<file path="src/rtl/light_pkg.sv">
// Shared state encoding and lamp decode for the signal-head sequencer.
package light_pkg;

    localparam int unsigned STATE_W = 3;

    typedef enum logic [STATE_W-1:0] {
        ST_RED        = 3'd0,
        ST_RED_YELLOW = 3'd1,
        ST_GREEN      = 3'd2,
        ST_YELLOW     = 3'd3,
        ST_NIGHT      = 3'd4,
        ST_FAULT      = 3'd5
    } state_e;

    typedef struct packed {
        logic red_en;
        logic red_off;
        logic yel_en;
        logic yel_off;
        logic grn_en;
        logic grn_off;
    } lamps_t;

    // Flasher (enable, off_state) pairs for each state; unknown codes show RED.
    function automatic lamps_t lamp_decode(input state_e st);
        lamps_t l;
        l = '0;
        case (st)
            ST_RED:        l.red_off = 1'b1;
            ST_RED_YELLOW: begin
                l.red_off = 1'b1;
                l.yel_off = 1'b1;
            end
            ST_GREEN:      l.grn_off = 1'b1;
            ST_YELLOW:     l.yel_off = 1'b1;
            ST_NIGHT:      l.yel_en  = 1'b1;
            ST_FAULT:      l.red_en  = 1'b1;
            default:       l.red_off = 1'b1;
        endcase
        return l;
    endfunction

endpackage

</file>
<file path="src/rtl/tick_prescaler.sv">
// Free-running divider producing a one-cycle tick every DIV clocks; clear restarts the count.
module tick_prescaler #(
    parameter int unsigned DIV = 50000000
) (
    input  logic clock,
    input  logic reset,
    input  logic clear,
    output logic tick
);

    localparam int unsigned CW = (DIV > 1) ? $clog2(DIV) : 1;
    localparam logic [CW-1:0] LAST = CW'(DIV - 1);

    logic [CW-1:0] cnt_q, cnt_d;

    assign tick = (cnt_q == LAST);

    always_comb begin
        cnt_d = cnt_q + 1'b1;
        if (clear || tick) begin
            cnt_d = '0;
        end
    end

    always_ff @(posedge clock or posedge reset) begin
        if (reset) begin
            cnt_q <= '0;
        end else begin
            cnt_q <= cnt_d;
        end
    end

endmodule

</file>
<file path="src/rtl/light_sequencer.sv">
// Signal-head sequencer: RED -> RED_YELLOW -> GREEN -> YELLOW -> RED, with
// night (yellow flashing) and fault (red flashing) overrides driving three lamp flashers.
module light_sequencer
    import light_pkg::*;
#(
    parameter int unsigned TICK_DIV         = 50000000,
    parameter int unsigned RED_TICKS        = 10,
    parameter int unsigned RED_YELLOW_TICKS = 2,
    parameter int unsigned GREEN_TICKS      = 10,
    parameter int unsigned YELLOW_TICKS     = 3
) (
    input  logic               clock,
    input  logic               reset,
    input  logic               night_mode,
    input  logic               fault,
    output logic               red_enable,
    output logic               red_off_state,
    output logic               yellow_enable,
    output logic               yellow_off_state,
    output logic               green_enable,
    output logic               green_off_state,
    output logic [STATE_W-1:0] state,
    output logic               phase_done
);

    localparam int unsigned MAX_A = (RED_TICKS > RED_YELLOW_TICKS) ? RED_TICKS : RED_YELLOW_TICKS;
    localparam int unsigned MAX_B = (GREEN_TICKS > YELLOW_TICKS) ? GREEN_TICKS : YELLOW_TICKS;
    localparam int unsigned MAX_D = (MAX_A > MAX_B) ? MAX_A : MAX_B;
    localparam int unsigned PH_W  = $clog2(MAX_D) + 1;

    state_e          state_q, state_d;
    logic [PH_W-1:0] ph_q, ph_d;
    lamps_t          lamps_q, lamps_d;
    logic            tick, entry, timed, phase_end;

    function automatic logic [PH_W-1:0] phase_load(input state_e st);
        case (st)
            ST_RED_YELLOW: return PH_W'(RED_YELLOW_TICKS - 1);
            ST_GREEN:      return PH_W'(GREEN_TICKS - 1);
            ST_YELLOW:     return PH_W'(YELLOW_TICKS - 1);
            default:       return PH_W'(RED_TICKS - 1);
        endcase
    endfunction

    tick_prescaler #(
        .DIV (TICK_DIV)
    ) u_prescaler (
        .clock (clock),
        .reset (reset),
        .clear (entry),
        .tick  (tick)
    );

    always_comb begin
        timed     = (state_q == ST_RED) || (state_q == ST_RED_YELLOW) ||
                    (state_q == ST_GREEN) || (state_q == ST_YELLOW);
        phase_end = tick && timed && (ph_q == '0);
        state_d   = state_q;
        case (state_q)
            ST_RED:        if (phase_end) state_d = night_mode ? ST_NIGHT : ST_RED_YELLOW;
            ST_RED_YELLOW: if (phase_end) state_d = ST_GREEN;
            ST_GREEN:      if (phase_end) state_d = ST_YELLOW;
            ST_YELLOW:     if (phase_end) state_d = ST_RED;
            ST_NIGHT:      if (!night_mode) state_d = ST_RED;
            ST_FAULT:      if (!fault) state_d = ST_RED;
            default:       state_d = ST_RED;
        endcase
        if (fault) begin
            state_d = ST_FAULT;
        end

        // Any state change restarts both the prescaler and the phase count.
        entry = (state_d != state_q);
        ph_d  = ph_q;
        if (entry) begin
            ph_d = phase_load(state_d);
        end else if (tick && (ph_q != '0)) begin
            ph_d = ph_q - 1'b1;
        end

        lamps_d = lamp_decode(state_d);
    end

    always_ff @(posedge clock or posedge reset) begin
        if (reset) begin
            state_q <= ST_RED;
            ph_q    <= PH_W'(RED_TICKS - 1);
            lamps_q <= lamp_decode(ST_RED);
        end else begin
            state_q <= state_d;
            ph_q    <= ph_d;
            lamps_q <= lamps_d;
        end
    end

    assign state            = state_q;
    assign phase_done       = phase_end;
    assign red_enable       = lamps_q.red_en;
    assign red_off_state    = lamps_q.red_off;
    assign yellow_enable    = lamps_q.yel_en;
    assign yellow_off_state = lamps_q.yel_off;
    assign green_enable     = lamps_q.grn_en;
    assign green_off_state  = lamps_q.grn_off;

endmodule

</file>
<file path="config.mk">
export PLATFORM = sky130hd
export DESIGN_NAME = light_sequencer
export DESIGN_NICKNAME = d
export VERILOG_FILES = /design/src/rtl/light_pkg.sv /design/src/rtl/tick_prescaler.sv /design/src/rtl/light_sequencer.sv
export SDC_FILE = /design/constraint.sdc
export NUM_CORES = 1
export LEC_CHECK = 0
export ABC_AREA = 1
export CORE_MARGIN = 2
export CORE_UTILIZATION = 60
export DETAILED_ROUTE_END_ITERATION = 8
export DONT_BUFFER_PORTS = 1
export PLACE_DENSITY = 0.79
export SLEW_MARGIN = 20
export SYNTH_ARGS = -nofsm -noshare
export SYNTH_HDL_FRONTEND = slang
export SYNTH_SLANG_ARGS = --single-unit
</file>
<file path="constraint.sdc">
create_clock -name clock -period 4.79 [get_ports clock]
set_input_delay 0.958 -clock clock [delete_from_list [all_inputs] [get_ports clock]]
set_output_delay 0.958 -clock clock [all_outputs]
set_load 0.1 [all_outputs]
</file>
# Yosys cells after proc, flatten, opt, wreduce, memory -nomap -nowiden
# Cells that the tools add are included.
dict set report op_classes {
  muxes 17
  n_addsub 2
  eq_ne 11
  n_reduce_logical 13
}
# operator count
set ops {}
lappend ops {{$add A26 B1 Y26 const B} 1}
lappend ops {{$eq A26 B26 Y1 const B} 1}
lappend ops {{$mux W26} 1}
lappend ops {{$mux W3} 7}
lappend ops {{$pmux W3 S5} 1}
lappend ops {{$eq A3 B2 Y1 const B} 4}
lappend ops {{$mux W5} 2}
lappend ops {{$eq A3 B3 Y1 const B} 3}
lappend ops {{$pmux W4 S2} 1}
lappend ops {{$eq A3 B1 Y1 const B} 2}
lappend ops {{$logic_not A5 Y1} 1}
lappend ops {{$mux W1} 5}
lappend ops {{$reduce_bool A5 Y1} 1}
lappend ops {{$sub A5 B1 Y5 const B} 1}
lappend ops {{$logic_or A1 B1 Y1} 4}
lappend ops {{$reduce_or A4 Y1} 1}
lappend ops {{$logic_and A1 B1 Y1} 3}
lappend ops {{$logic_not A3 Y1} 1}
lappend ops {{$ne A3 B3 Y1} 1}
lappend ops {{$reduce_bool A2 Y1} 1}
lappend ops {{$reduce_or A2 Y1} 1}
dict set report word_totals {
  output_inout_bits 10
  elab_cells 51
  regBits 39
}

# Longest topological paths before layout
# Gate-level depths: netlist of the first run.
dict set report depth {
  ltp_word 12
  mapped_depth 15
  ltp_nobuf 15
}

# By module
# From an unflattened synthesis of the first run, not the netlist that was laid out.
dict set report unflattened {
  hier_cells 327
  hier_area_um2 2434.8
}
# mod area_each_um2 n_inst cells_each
set by_module_without_submodules {}
lappend by_module_without_submodules {tick_prescaler 1644.1 1 230}
lappend by_module_without_submodules {light_sequencer 790.8 1 97}

# Least setup slack after synthesis of the first run
# OpenSTA, ideal clock, no wires.
dict set report synth_timing {
  path_kind {reg-to-output}
  startpoint {register u_prescaler.cnt_q[0]}
  endpoint {output port phase_done}
  arrival_time_ns 2.312
  setup_slack_ns 1.520
  path_stages_with_launch 8
  required_time_ns 3.832
  n_path_buf 0
  cell_sequence {dfrtp_1 ha_1 nand2_1 nor2_2 nand2_2 nor2_4 nand2_1 nor3_2}
}
dict set report synth_between {
  elab_chain_len 3
}
# element line_no
set synth_rtl {}
lappend synth_rtl {{from (decl)} tick_prescaler.sv:14} ;# logic [CW-1:0] cnt_q, cnt_d;
lappend synth_rtl {{from (signal assigned)} tick_prescaler.sv:29} ;# cnt_q <= cnt_d;
lappend synth_rtl {{$eq A26 B26 Y1} tick_prescaler.sv:16} ;# assign tick = (cnt_q == LAST);
lappend synth_rtl {{$logic_and A1 B1 Y1 (2 in series)} light_sequencer.sv:57} ;# phase_end = tick && timed && (ph_q == '0);
lappend synth_rtl {{to (decl)} light_sequencer.sv:23} ;# output logic phase_done
# No other way between the ends.

# Worst setup path in the final report of the first run
# Ends and elaborated chain as after synthesis.

==> results of run 1 <==
-- logic make-up (layout without fill, tap and decap cells) --
family,count (synthesis),count (layout)
xor gates and xnor gates,22,22
other,1,1
AOI/OAI and AO/OA,7,7
and+or+nand+nor,172,172
DFF,39,39
buffers and inverters,39,44
adders and majority gates,3,3
-- worst register-to-register path, delay by kind of cell (launching register included) --
family                   cells  cell delay [ns]
adder cells (fa/ha/maj)      1             0.23
AO/OA/AOI/OAI                1             0.25
AND/OR/NAND/NOR             11             1.83
flip-flops                   1             0.44
-- worst paths after layout --
| check | start | to | slack (ns) | depth (start not counted) |
|---|---|---|---|---|
| setup / recovery | u_prescaler.cnt_q[0] | phase_done | 1.43 | 7 |
| hold / removal | ph_q[3] | ph_q[3] | 0.49 | 2 |
| setup reg to reg | u_prescaler.cnt_q[0] | ph_q[3] | 1.99 | 13 |
| hold reg to reg | ph_q[3] | ph_q[3] | 0.49 | 2 |
| max in group asynchronous | reset | ph_q[0] | 3.76 | 2 |
| min in group asynchronous | reset | u_prescaler.cnt_q[20] | 0.66 | 2 |
-- per-stage QoR --
step	hold slack, ns	instance area (sq um)	utilization [%]	std cells	worst slack [ns]
2_1_floorplan	0.460	2300	-	283	1.52
3_3_place_gp	0.477	2340	63.4	328	1.84
3_5_place_dp	0.481	2340	63.4	328	1.77
4_1_cts	0.491	2420	65.6	336	1.44
5_1_grt	0.501	2420	65.6	336	1.28
6_report	0.488	2420	65.6	336	1.43
-- cell usage after synthesis --
| master | count |
|---|---|
| buf_6 | 1 |
| xnor2_1 | 7 |
| xor2_1 | 15 |
| dfstp_2 | 3 |
| inv_2 | 2 |
| o211ai_1 | 1 |
| buf_4 | 1 |
| dfrtp_1 | 36 |
| nor2_2 | 26 |
| o21bai_1 | 1 |
| nand4_1 | 7 |
| ha_1 | 3 |
| conb_1 | 1 |
| nand3b_1 | 1 |
| clkbuf_1 | 1 |
| nor3_2 | 4 |
| nand3_2 | 2 |
| nand2_2 | 3 |
| clkinv_1 | 1 |
| nand2_4 | 4 |
| nor4_1 | 2 |
| nand2_1 | 59 |
| a21oi_1 | 3 |
| inv_1 | 31 |
| nor2_1 | 39 |
| inv_4 | 1 |
| o21ai_0 | 2 |
| nor3_1 | 5 |
| nand3_1 | 14 |
| nor2_4 | 4 |
| nor3b_1 | 1 |
| buf_8 | 1 |
| nand4_2 | 1 |
-- registers in the layout (all words and copies together), names as in the netlist --
name / flops
green_off_state: 1
yellow_enable: 1
red_off_state: 1
state: 3
red_enable: 1
u_prescaler.cnt_q: 26
ph_q: 5
yellow_off_state: 1
-- report_power, final --
group / switching [mW] / internal, mW
logic: 0.0665 / 0.0245
registers: 0.0488 / 0.346
clock network: 0.110 / 0.102
total: 0.226 / 0.473
-- area by class of cell --
type | count | area, sq um | area share, %
multi-input combinational | 205 | 1160 | 47.9
sequential | 39 | 980 | 40.5
inverter | 35 | 134 | 5.53
clock buffer | 7 | 76.3 | 3.15
tap | 48 | 60.1 | 2.48
timing repair buffer | 1 | 7.51 | 0.310
clock inverter | 1 | 5.00 | 0.207
-- metal layers --
layer / track usage [%] / vias to the layer above
met1: 27.9 / 835
li1: - / 880
met4: 8.67 / 0
met5: 0 / -
met3: 5.62 / 5
met2: 41.4 / 29
==> impl_metrics.tcl, run 1 <==
set metrics [dict create \
    area_delta_synth_final_pct 5.11 \
    crit_chain "ha_1, nand2_1, nor2_2, nand2_2, nor2_4, nand2_1, nor3_4" \
    critPathTopFamily "simple AND/OR/NAND/NOR gates" \
    final_common_cell "nand2_1" \
    dr.max_layer_used "met4" \
    total_power_uw 698 \
    required_ns 3.83 \
    synthMuxAreaShare_pct 0 \
    clockBufferDepth 2 \
    relSlewSlack_pct 25.9 \
    cp_common_cell "nand2_1" \
    yosys.area_share.simple_pct 38.1 \
    grt_pass1_vias 1761 \
    m1WireLength_um 2000 \
    power_leakage_nw 1.06 \
    numCtsBuffers 5 \
    met2WireLength_um 2230 \
    p_per_area_nw_per_um2 288 \
    die_y_um 66.0 \
    cap_violations 0 \
    syn-num-nets 290 \
    holdBufCountCts 0 \
    synth-seq-cells 39 \
    fillerInstances 311 \
    syn_inst 283 \
    drt_first_pass_iters 4 \
    synth-adder-area-share_pct 1.63 \
    fp-row-count 22 \
    htree_levels 2 \
    antenna_left 0 \
    worst-setup-path-type "reg2out" \
    grt_use_total_pct 23.6 \
    rsz0062_at_grt "no" \
    antenna_cells 0 \
    clock_sinks 39 \
    synthTopCellsByArea "dfrtp_1 (39%), nand2_1 (9.6%), nor2_2 (7.1%)" \
    grt.overflow.total 0 \
    clock_latency_ns 0.29 \
    grt_pass1_wl_um 7720 \
    worst_setup_path_start_kind "flop" \
    final.setup_skew_ns 0.00739 \
    design.core.area_sq_um 3690 \
    antenna_found_initial 0 \
    status "completed" \
    hold_viol 0 \
    synth_top_family_by_area "simple AND/OR/NAND/NOR gates" \
    cpMaxStageDelayCell "nor3_4" \
    max_stage_delay_ns 0.85 \
    cts_root_buf "clkbuf_8" \
    grt_start_max_net_pins 40 \
    wirelength_um 4390 \
    drcViolationCount 0 \
    syn_area_sq_um 2300 \
    start_util_pct 62.4 \
    nNetsFinal 294 \
    avgSynthCellArea_sq_um 8.14 \
    synth_compound_area_share_pct 1.74 \
    post-cts-setup-buffer-count 0 \
    final_cell_mix "nand2_1 (59), nor2_1 (39), dfrtp_1 (36)" \
    report.final.slew_viol_count 0 \
    min_path_type "reg2reg" \
    io_buffers 0 \
    period_share_pct 70.1 \
    vias 1749 \
    ys_seq_area_share_pct 42.5 \
    place_congestion 0.792 \
    tns_ns 0 \
    layout_min_cycle_time_ns 3.36 \
    ir_drop_uv 188 \
    routed_via_density 5.21 \
    final-setup-viol-count 0 \
    dr_wl_met3_um 121 \
    wire_per_inst_um 13.1 \
    synth_cell_types 33 \
    ctsResizeCount 0 \
    io_pins 14 \
    cts.reportedPaths.clkPinSlew_ns 0.07 \
    cts_tree "done" \
    dp_hpwl_um 3260 \
    yosys_warnings 0 \
    dieArea_sq_um 4350 \
    dieWidth_um 66.0 \
    arrival_ns 2.40 \
    cp.buffers_inverters 0 \
    drive_gt1_share_pct 19.8 \
    worst-slew-pin-transition_ns 1.11 \
    drt_iter0_markers 109 \
    synth_xor_area_share_pct 8.37 \
    path_max_fanout 5 \
    synth_top_cell_area_share_pct 39.1 \
    worstSetupEndpointType "output port" \
    yosysTopAreaCell "dfrtp_1" \
    clock.fmax_mhz 298 \
]
(Power assumes the default switching activity.)
==> run 2, diff against run 1 <==
--- a/config.mk
+++ b/config.mk
@@ -7,10 +7,10 @@
 export LEC_CHECK = 0
 export ABC_AREA = 1
 export CORE_MARGIN = 2
-export CORE_UTILIZATION = 60
+export CORE_UTILIZATION = 57
 export DETAILED_ROUTE_END_ITERATION = 8
 export DONT_BUFFER_PORTS = 1
-export PLACE_DENSITY = 0.79
+export PLACE_DENSITY = 0.78
 export SLEW_MARGIN = 20
 export SYNTH_ARGS = -nofsm -noshare
 export SYNTH_HDL_FRONTEND = slang
==> constraint.sdc (replaced) <==
create_clock -name clock -period 2.8 [get_ports clock]
set_input_delay 0.56 -clock clock [delete_from_list [all_inputs] [get_ports clock]]
set_output_delay 0.56 -clock clock [all_outputs]
set_load 0.1 [all_outputs]
==> impl_metrics.tcl, run 2 (synthesized netlist as in run 1, its figures left out) <==
set metrics [dict create \
    period_share_pct 91.8 \
    switching_share_pct 29.5 \
    top_register "u_prescaler.cnt_q" \
    worstReg2RegEnd "ph_q[3]" \
    grt_use_total_pct 21.5 \
    final_cell_mix "nand2_1 (59), nor2_1 (39), dfrtp_1 (36)" \
    vias 1726 \
    dieWidth_um 67.6 \
    post-cts-setup-buffer-count 0 \
    finalCoreUtilization_pct 63.2 \
    grt_pass1_vias 1663 \
    rsz0062_at_grt "no" \
    io_pins 14 \
    power.switching_uw 387 \
    final_common_cell "nand2_1" \
    status "completed" \
    clockPowerShare_pct 36.9 \
    drcViolationCount 0 \
    ir_drop_uv 388 \
    cts.reportedPaths.clkPinSlew_ns 0.08 \
    arrival_ns 2.01 \
    r2r-start "u_prescaler.cnt_q[0]" \
    worst-slew-pin-transition_ns 0.866 \
    clock_latency_ns 0.29 \
    worstSetupEndpointType "output port" \
    antenna_cells 0 \
    place_congestion 0.823 \
    area_delta_synth_final_pct 8.09 \
    nNetsFinal 298 \
    dp_hpwl_um 3070 \
    drt_iter0_markers 91 \
    clock.fmax_mhz 389 \
    min_path_type "in2async" \
    numCtsBuffers 5 \
    wirelength_um 4190 \
    design.core.area_sq_um 3940 \
    largest_reg_flops 26 \
    clock_sinks 39 \
    layout_min_cycle_time_ns 2.57 \
    die_y_um 67.6 \
    total_power_mw 1.31 \
    grt_start_max_net_pins 40 \
    wire_per_inst_um 12.3 \
    tns_ns 0 \
    antenna_found_initial 0 \
    relSlewSlack_pct 42.3 \
    io_buffers 0 \
    worst-setup-path-type "reg2out" \
    final-setup-viol-count 0 \
    report.final.slew_viol_count 0 \
    dieArea_sq_um 4570 \
    start_util_pct 58.4 \
    hold_viol 0 \
    power_leakage_nw 1.10 \
    worst_setup_path_start_kind "flop" \
    holdBufCountCts 0 \
    required_ns 2.24 \
    htree_levels 2 \
    final.setup_skew_ns 0.00669 \
    power_frac_seq_pct 49.8 \
    routed_via_density 5.05 \
    cts_root_buf "clkbuf_8" \
    comb_power_share_pct 13.4 \
    drive_gt1_share_pct 21.6 \
    grt.overflow.total 0 \
    path_max_fanout 5 \
    r2r_slack_ns 0.53 \
    worst_r2r_path_depth 14 \
    ctsResizeCount 0 \
    fp-row-count 23 \
    grt_pass1_wl_um 7270 \
    p_int_uw 925 \
    cap_violations 0 \
    hold_slack_ns 0.264 \
    drt_first_pass_iters 4 \
    clockBufferDepth 2 \
    cts_tree "done" \
    p_per_area_nw_per_um2 527 \
    antenna_left 0 \
]
run 2: cell count changes in the layout (fill, tap and decap cells not counted), sizes merged:
cell    previous run  this run
clkbuf             7         6
bufinv             0         1
buf                1         5
run 2: worst max-delay path by stage:
stage	start	end	slack [ns]
after global placement	u_prescaler.cnt_q[0]	ph_q[3]	0.61
final	u_prescaler.cnt_q[0]	phase_done	0.23
after CTS	u_prescaler.cnt_q[0]	phase_done	0.23
after global routing	u_prescaler.cnt_q[0]	phase_done	0.07
after detailed placement	u_prescaler.cnt_q[0]	ph_q[3]	0.56
after floorplan	u_prescaler.cnt_q[0]	ph_q[3]	0.32
run 2: power by group through the flow:
stage          Clock [mW]  Sequential (mW)  Combinational, mW
2_1_floorplan           0            0.680              0.138
3_3_place_gp            0            0.663              0.175
3_5_place_dp            0            0.664              0.178
4_1_cts             0.496            0.653              0.178
5_1_grt             0.515            0.657              0.202
6_report            0.484            0.653              0.176
run 2: area by class of cell:
type / count / area (sq um)
Clock inverter: 2 / 35.0
Fill cell: 324 / 1450
Clock buffer: 6 / 82.6
Timing Repair Buffer: 5 / 37.5
Multi-Input combinational cell: 205 / 1160
Inverter: 35 / 134
Tap cell: 50 / 62.6
Sequential cell: 39 / 980
run 2: worst max-delay path, stage by stage (launching register included):
cell	delay, ns
dfrtp_1	0.44
ha_1	0.22
nand2_1	0.09
nor2_2	0.12
nand2_2	0.09
nor2_4	0.11
nand2_1	0.18
nor3_4	0.15
buf_4	0.31
run 2: per-layer routing:
metal / wire length, um / up-vias / GRT usage (%)
met2: 1990 / 17 / 35.8
met1: 2020 / 813 / 27.3
met4: 58 / 0 / 4.59
met3: 129 / 8 / 6.50
li1: - / 888 / -
met5: 0 / - / 0
run 2: metrics by stage:
step                setup slack, ns  area, sq um  std cells
finish                        0.229         2490        342
detailed placement            0.558         2370        334
global route                 0.0734         2490        342
CTS                           0.229         2490        342
global placement              0.607         2370        334
floorplan                     0.320         2310        283
